### src/rtl/fabric_config_loader_if.sv
// Bitstream handshake plus configuration write bus for fabric_config_loader.
// The host drives the bitstream (master); the loader accepts bits and drives cfg writes (slave).
interface fabric_config_loader_if #(
    parameter int ADDR_W     = 8,
    parameter int FRAME_BITS = 33
);
    logic                  bs_valid;
    logic                  bs_data;
    logic                  bs_ready;
    logic [ADDR_W-1:0]     cfg_addr;
    logic [FRAME_BITS-1:0] cfg_data;
    logic                  cfg_we;

    modport master (
        output bs_valid, bs_data,
        input  bs_ready, cfg_addr, cfg_data, cfg_we
    );

    modport slave (
        input  bs_valid, bs_data,
        output bs_ready, cfg_addr, cfg_data, cfg_we
    );
endinterface

### src/rtl/fabric_config_loader.sv
// Bit-serial fabric configuration loader: header count, LSB-first frames, one write per frame.
// Define CFG_PARITY_EN to add a per-frame even-parity bit (PARITY state) ahead of each write.
module fabric_config_loader #(
    parameter int NUM_FRAMES = 43,
    parameter int FRAME_BITS = 33,
    parameter int ADDR_W     = 8
) (
    input  logic                   clock,
    input  logic                   reset,
    input  logic                   start,
    input  logic                   abort,
    fabric_config_loader_if.slave  bus,
    output logic                   busy,
    output logic                   done,
    output logic                   error,
    output logic                   fabric_en
);
    localparam int CNT_W = $clog2(FRAME_BITS + 1);

    localparam logic [2:0] S_IDLE   = 3'd0;
    localparam logic [2:0] S_HEADER = 3'd1;
    localparam logic [2:0] S_LOAD   = 3'd2;
    localparam logic [2:0] S_WRITE  = 3'd3;
    localparam logic [2:0] S_DONE   = 3'd4;
    localparam logic [2:0] S_ERROR  = 3'd5;
`ifdef CFG_PARITY_EN
    localparam logic [2:0] S_PARITY = 3'd6;
`endif

    logic [2:0]            state_q,     state_d;
    logic [CNT_W-1:0]      bit_cnt_q,   bit_cnt_d;
    logic [ADDR_W-1:0]     frame_cnt_q, frame_cnt_d;
    logic [ADDR_W-1:0]     count_q,     count_d;
    logic [FRAME_BITS-1:0] data_q,      data_d;
    logic [ADDR_W-1:0]     cfg_addr_q,  cfg_addr_d;
    logic [FRAME_BITS-1:0] cfg_data_q,  cfg_data_d;

    logic ready_state;
    logic busy_state;
    logic accept;

`ifdef CFG_PARITY_EN
    assign ready_state = (state_q == S_HEADER) || (state_q == S_LOAD) || (state_q == S_PARITY);
`else
    assign ready_state = (state_q == S_HEADER) || (state_q == S_LOAD);
`endif
    assign busy_state = ready_state || (state_q == S_WRITE);
    assign accept     = bus.bs_valid && ready_state;

    // NOTE: every variable gets its hold value first so no path through the case infers a latch.
    always_comb begin
        state_d     = state_q;
        bit_cnt_d   = bit_cnt_q;
        frame_cnt_d = frame_cnt_q;
        count_d     = count_q;
        data_d      = data_q;
        cfg_addr_d  = cfg_addr_q;
        cfg_data_d  = cfg_data_q;

        case (state_q)
            S_IDLE, S_DONE, S_ERROR: begin
                if (start) begin
                    state_d     = S_HEADER;
                    bit_cnt_d   = '0;
                    frame_cnt_d = '0;
                    count_d     = '0;
                    data_d      = '0;
                end
            end
            S_HEADER: begin
                if (accept) begin
                    count_d = {bus.bs_data, count_q[ADDR_W-1:1]};
                    if (bit_cnt_q == CNT_W'(ADDR_W - 1)) begin
                        bit_cnt_d = '0;
                        if (count_d == '0)
                            state_d = S_DONE;
                        else if (count_d > ADDR_W'(NUM_FRAMES))
                            state_d = S_ERROR;
                        else
                            state_d = S_LOAD;
                    end else begin
                        bit_cnt_d = bit_cnt_q + 1'b1;
                    end
                end
            end
            S_LOAD: begin
                if (accept) begin
                    data_d = {bus.bs_data, data_q[FRAME_BITS-1:1]};
                    if (bit_cnt_q == CNT_W'(FRAME_BITS - 1)) begin
                        bit_cnt_d = '0;
`ifdef CFG_PARITY_EN
                        state_d = S_PARITY;
`else
                        state_d    = S_WRITE;
                        cfg_addr_d = frame_cnt_q;
                        cfg_data_d = data_d;
`endif
                    end else begin
                        bit_cnt_d = bit_cnt_q + 1'b1;
                    end
                end
            end
`ifdef CFG_PARITY_EN
            S_PARITY: begin
                // Even parity over data plus parity bit: the bit must equal the data XOR.
                if (accept) begin
                    if ((^data_q) == bus.bs_data) begin
                        state_d    = S_WRITE;
                        cfg_addr_d = frame_cnt_q;
                        cfg_data_d = data_q;
                    end else begin
                        state_d = S_ERROR;
                    end
                end
            end
`endif
            S_WRITE: begin
                frame_cnt_d = frame_cnt_q + 1'b1;
                state_d     = (frame_cnt_d == count_q) ? S_DONE : S_LOAD;
            end
            default: state_d = S_IDLE;
        endcase

        // Abort wins over any busy-state transition and leaves the last written frame visible.
        if (abort && busy_state) begin
            state_d     = S_IDLE;
            frame_cnt_d = frame_cnt_q;
            cfg_addr_d  = cfg_addr_q;
            cfg_data_d  = cfg_data_q;
        end
    end

    // NOTE: sequential state uses non-blocking assignments so all flops update together.
    always_ff @(posedge clock) begin
        if (reset) begin
            state_q     <= S_IDLE;
            bit_cnt_q   <= '0;
            frame_cnt_q <= '0;
            count_q     <= '0;
            data_q      <= '0;
            cfg_addr_q  <= '0;
            cfg_data_q  <= '0;
        end else begin
            state_q     <= state_d;
            bit_cnt_q   <= bit_cnt_d;
            frame_cnt_q <= frame_cnt_d;
            count_q     <= count_d;
            data_q      <= data_d;
            cfg_addr_q  <= cfg_addr_d;
            cfg_data_q  <= cfg_data_d;
        end
    end

    assign bus.bs_ready = ready_state;
    assign bus.cfg_we   = (state_q == S_WRITE) && !abort;
    assign bus.cfg_addr = cfg_addr_q;
    assign bus.cfg_data = cfg_data_q;
    assign busy         = busy_state;
    assign done         = (state_q == S_DONE);
    assign error        = (state_q == S_ERROR);
    assign fabric_en    = (state_q == S_DONE);
endmodule

### src/flat_wrapper.sv
// flat-port wrapper written by rule: the top's interface ports become plain ports
module fabric_config_loader_flat 
#(
    parameter int NUM_FRAMES = 43,
    parameter int FRAME_BITS = 33,
    parameter int ADDR_W     = 8
)
  (clock, reset, start, abort, busy, done, error, fabric_en, bus_bs_valid, bus_bs_data, bus_bs_ready, bus_cfg_addr, bus_cfg_data, bus_cfg_we);
  fabric_config_loader_if #(.ADDR_W(ADDR_W), .FRAME_BITS(FRAME_BITS)) bus_i ();
  input  logic clock;
  input  logic reset;
  input  logic start;
  input  logic abort;
  output logic busy;
  output logic done;
  output logic error;
  output logic fabric_en;
  input wire logic [$bits(bus_i.bs_valid)-1:0] bus_bs_valid;
  input wire logic [$bits(bus_i.bs_data)-1:0] bus_bs_data;
  output wire logic [$bits(bus_i.bs_ready)-1:0] bus_bs_ready;
  output wire logic [$bits(bus_i.cfg_addr)-1:0] bus_cfg_addr;
  output wire logic [$bits(bus_i.cfg_data)-1:0] bus_cfg_data;
  output wire logic [$bits(bus_i.cfg_we)-1:0] bus_cfg_we;
  assign bus_i.bs_valid = bus_bs_valid;
  assign bus_i.bs_data = bus_bs_data;
  assign bus_bs_ready = bus_i.bs_ready;
  assign bus_cfg_addr = bus_i.cfg_addr;
  assign bus_cfg_data = bus_i.cfg_data;
  assign bus_cfg_we = bus_i.cfg_we;
  fabric_config_loader #(.NUM_FRAMES(NUM_FRAMES), .FRAME_BITS(FRAME_BITS), .ADDR_W(ADDR_W)) u_core (.clock(clock), .reset(reset), .start(start), .abort(abort), .bus(bus_i), .busy(busy), .done(done), .error(error), .fabric_en(fabric_en));
endmodule
### config.mk
export PLATFORM = sky130hd
export DESIGN_NAME = fabric_config_loader_flat
export DESIGN_NICKNAME = d
export VERILOG_FILES = /design/src/rtl/fabric_config_loader_if.sv /design/src/rtl/fabric_config_loader.sv /design/src/flat_wrapper.sv
export SDC_FILE = /design/constraint.sdc
export NUM_CORES = 1
export LEC_CHECK = 0
export CORE_AREA = 2 2 111 102
export DETAILED_ROUTE_END_ITERATION = 7
export DIE_AREA = 0 0 113 104
export DONT_BUFFER_PORTS = 1
export GPL_ROUTABILITY_DRIVEN = 0
export PLACE_DENSITY = 0.51
export SETUP_SLACK_MARGIN = 0.02
export SLEW_MARGIN = 20
export SYNTH_ARGS = -nofsm -noshare
export SYNTH_HDL_FRONTEND = slang
export SYNTH_SLANG_ARGS = --single-unit
### constraint.sdc
create_clock -name clock -period 2.5 [get_ports clock]
set_input_delay 0.25 -clock clock [delete_from_list [all_inputs] [get_ports clock]]
set_output_delay 0.25 -clock clock [all_outputs]
set_load 0.005 [all_outputs]
==> impl_results.md <==
* Std cell rows at 36
* Share of layout cells above drive strength 1 at 0.0677
* #FFs+latches synth at 98
* Worst Path Required at 2.75 ns
* Port bufs at 0
* Failing checks: DRC
* Largest net degree at the start of global routing at 92
* Post-route antenna net violation count at 0
* Area growth, synth to finish at 9.94%
* Leakage at 1.51 nW
* Clock-pin slew on the worst setup and hold paths at 0.07 ns
* Setup tns final at 0 ns
* Final setup fails at 0
* Worst vdd ir at 304 uV
* Pre-CTS setup slack at 0.357 ns
* Reg-to-Reg End: u_core.state_q[2]$_SDFFE_PP0P_
* Drt first pass iters at 7
* Cell variety after synth at 49
* Via count at 3437
* Post-synth ARST share at 0
* Startpoint types: flop
* Top cells by area, synth: dfxtp_1, nand2_1, a21oi_1
* Fin crit period at 2.17 ns
* Synth top area share at 0.472
* Hold Fails Final Rpt at 0
* Post-synth net total at 541
* Final Power at 3.82 mW
* Final setup margin at 0.331 ns
* Final WL at 9.48 mm
* DIE AREA at 11800 um^2
* CTS sink cnt at 98
* DR iter-0 viols at 237
* Mean Syn Cell Area at 7.81 um^2
* Initial Utilization at 0.391
* DR vias/cell at 5.29
* Worst-margin pin slew at 0.685 ns
* CTS tree: done
* Slew HR at 0.539
* Top Ports at 53
* Pwr/cell area at 836 nW/um^2
* Final Cycle Share at 0.867
* Fin nets at 521
* Design area at 4570 um^2
* Skew final at 0.00746 ns
* Chip height at 104 um
* Status: finished, violations left
* Most frequent cells in the layout: nand2_1, dfxtp_1, a21oi_1, nand3_1, nor2_1
* Die width at 113 um
* Per-cell routed wire length at 14.6 um
* Initial antenna violation count at 0
* Number of synthesized flops with an enable pin at 0
* Skew-Pair Late Insertion Delay at 0.34 ns
* Number of global-route vias before repair at 3206
* Diodes inserted at 0
* Critical path arrival at 2.42 ns
* Maxcap violations at 0
* DP Wirelength at 5.86 mm
* First-pass GRT wire length at 15.8 mm
* FILL cells at 1120
* Htree depth at 3
* RSZ-0062 raised after global routing: no
* Mapped Area at 4150 um^2
* Cell count of the worst hold path at 2
* Minimum hold slack at 0.0372 ns
* R2r startpoint: u_core.frame_cnt_q[0]$_SDFFE_PP0P_
* Worst Path Max Fanout at 8
* Overflow after GRT at 0
* Min-delay worst type: in -> reg
* WS Path Type: reg -> reg
* Clock Path Buffers at 2
* Hold worst-path end: u_core.bus.cfg_data[32]$_SDFFE_PP0P_
* Seq/Total Area, Yosys at 0.472
* Cell Area, Placed at 4230 um^2
* Synth area leader: dfxtp_1
* Warnings from Yosys at 0
* Core Area at 10600 um^2
* Mapped Cells at 532
* CTS Buf Count at 9
* Total GRT Usage at 0.164
* Ys flop type: dfxtp_1
* Cell count of the worst reg-to-reg path at 7
* CTS root buf: clkbuf_16
* Slew Limit Fails at 0
* Critical Path End Type: flop
* Worst Min Path Start: bus_bs_data
* # DRC at 5
* Max frequency at 0.461 GHz
* Worst reg2reg setup slack at 0.33 ns
* Commonest non-fill, non-tap cell in the layout: nand2_1
## logic make-up after synthesis
logic type	Yosys count	share of synthesized area
muxes	1	0.00241
xor gates and xnor gates	13	0.0274
adders and majority gates	3	0.00904
DFF	98	0.472
and+or+nand+nor	245	0.273
AOI/OAI and AO/OA	125	0.167
buffers and inverters	47	0.0482
## power breakdown
group	internal, mW	total [mW]	leakage [nW]	switching [mW]
logic	0.228	0.755	0.566	0.527
clock network	0.815	1.42	0.151	0.608
registers	1.59	1.64	0.790	0.0504
## layout make-up
cell class                 count  area, um^2  area share
tap                          133         166      0.0364
clock inverter                 6        71.3      0.0156
clock buffer                  10         239      0.0523
inverter                       7        26.3     0.00575
timing repair buffer           9         100      0.0219
sequential                    98        1960       0.430
multi-input combinational    387        2000       0.438
## synthesized netlist by cell type (all sizes together) (2+ instances only)
cell / n
xor2: 6
a21boi: 2
nor3b: 6
nand3: 44
o31ai: 2
nand4: 2
a21o: 3
ha: 3
nand2: 128
a21oi: 92
and3: 4
a211o: 2
nor4: 5
or2: 2
nor2: 31
xnor2: 7
o21ai: 12
or4: 2
buf: 13
clkbuf: 27
nor4b: 2
nor2b: 5
dfxtp: 98
nand4b: 2
nor3: 6
inv: 7
o21a: 2
a31oi: 3
## registers in the layout, summed over array words and instances (netlist names)
name	count
u_core.count_q	8
u_core.data_q	32
u_core.bit_cnt_q	6
u_core.bus.cfg_addr	8
u_core.frame_cnt_q	8
u_core.state_q	3
u_core.bus.cfg_data	33
## worst max path at each step
stage                                                 to                          startpoint  slack (ns)  cells after the start
after floorplan           u_core.state_q[2]$_SDFFE_PP0P_  u_core.frame_cnt_q[0]$_SDFFE_PP0P_        0.70                      7
after global placement    u_core.state_q[2]$_SDFFE_PP0P_  u_core.frame_cnt_q[0]$_SDFFE_PP0P_        0.48                      7
after detailed placement  u_core.state_q[2]$_SDFFE_PP0P_  u_core.frame_cnt_q[0]$_SDFFE_PP0P_        0.36                      7
after CTS                                   bus_bs_ready      u_core.state_q[1]$_SDFFE_PP0P_        0.33                      3
after global routing      u_core.state_q[2]$_SDFFE_PP0P_  u_core.frame_cnt_q[0]$_SDFFE_PP0P_        0.12                      7
final                     u_core.state_q[2]$_SDFFE_PP0P_  u_core.frame_cnt_q[0]$_SDFFE_PP0P_        0.33                      7
## per-layer routing
layer,vias to the layer above,track usage,wire (um)
li1,1766,-,-
met1,1594,0.220,4540
met2,69,0.257,4320
met3,8,0.0455,510
met4,0,0.0540,103
met5,-,0,0
## through the flow
step | std cells | utilization
2_1_floorplan | 532 | -
3_3_place_gp | 633 | 0.398
3_5_place_dp | 633 | 0.398
4_1_cts | 650 | 0.430
5_1_grt | 650 | 0.430
6_report | 650 | 0.430
## timing repair
item	CTS	global route
hold buffers	1	0
resized for setup	0	0
buffers inserted	0	0
endpoints found under the hold margin	91	0
## critical path, stage by stage (launching register included)
cell	delay, ns
dfxtp_1	0.47
ha_1	0.31
nand3_1	0.19
nor3b_1	0.25
o221ai_1	0.14
nor4b_2	0.33
nand3_1	0.11
a311oi_1	0.27
Power figures use the tool's default switching activity.
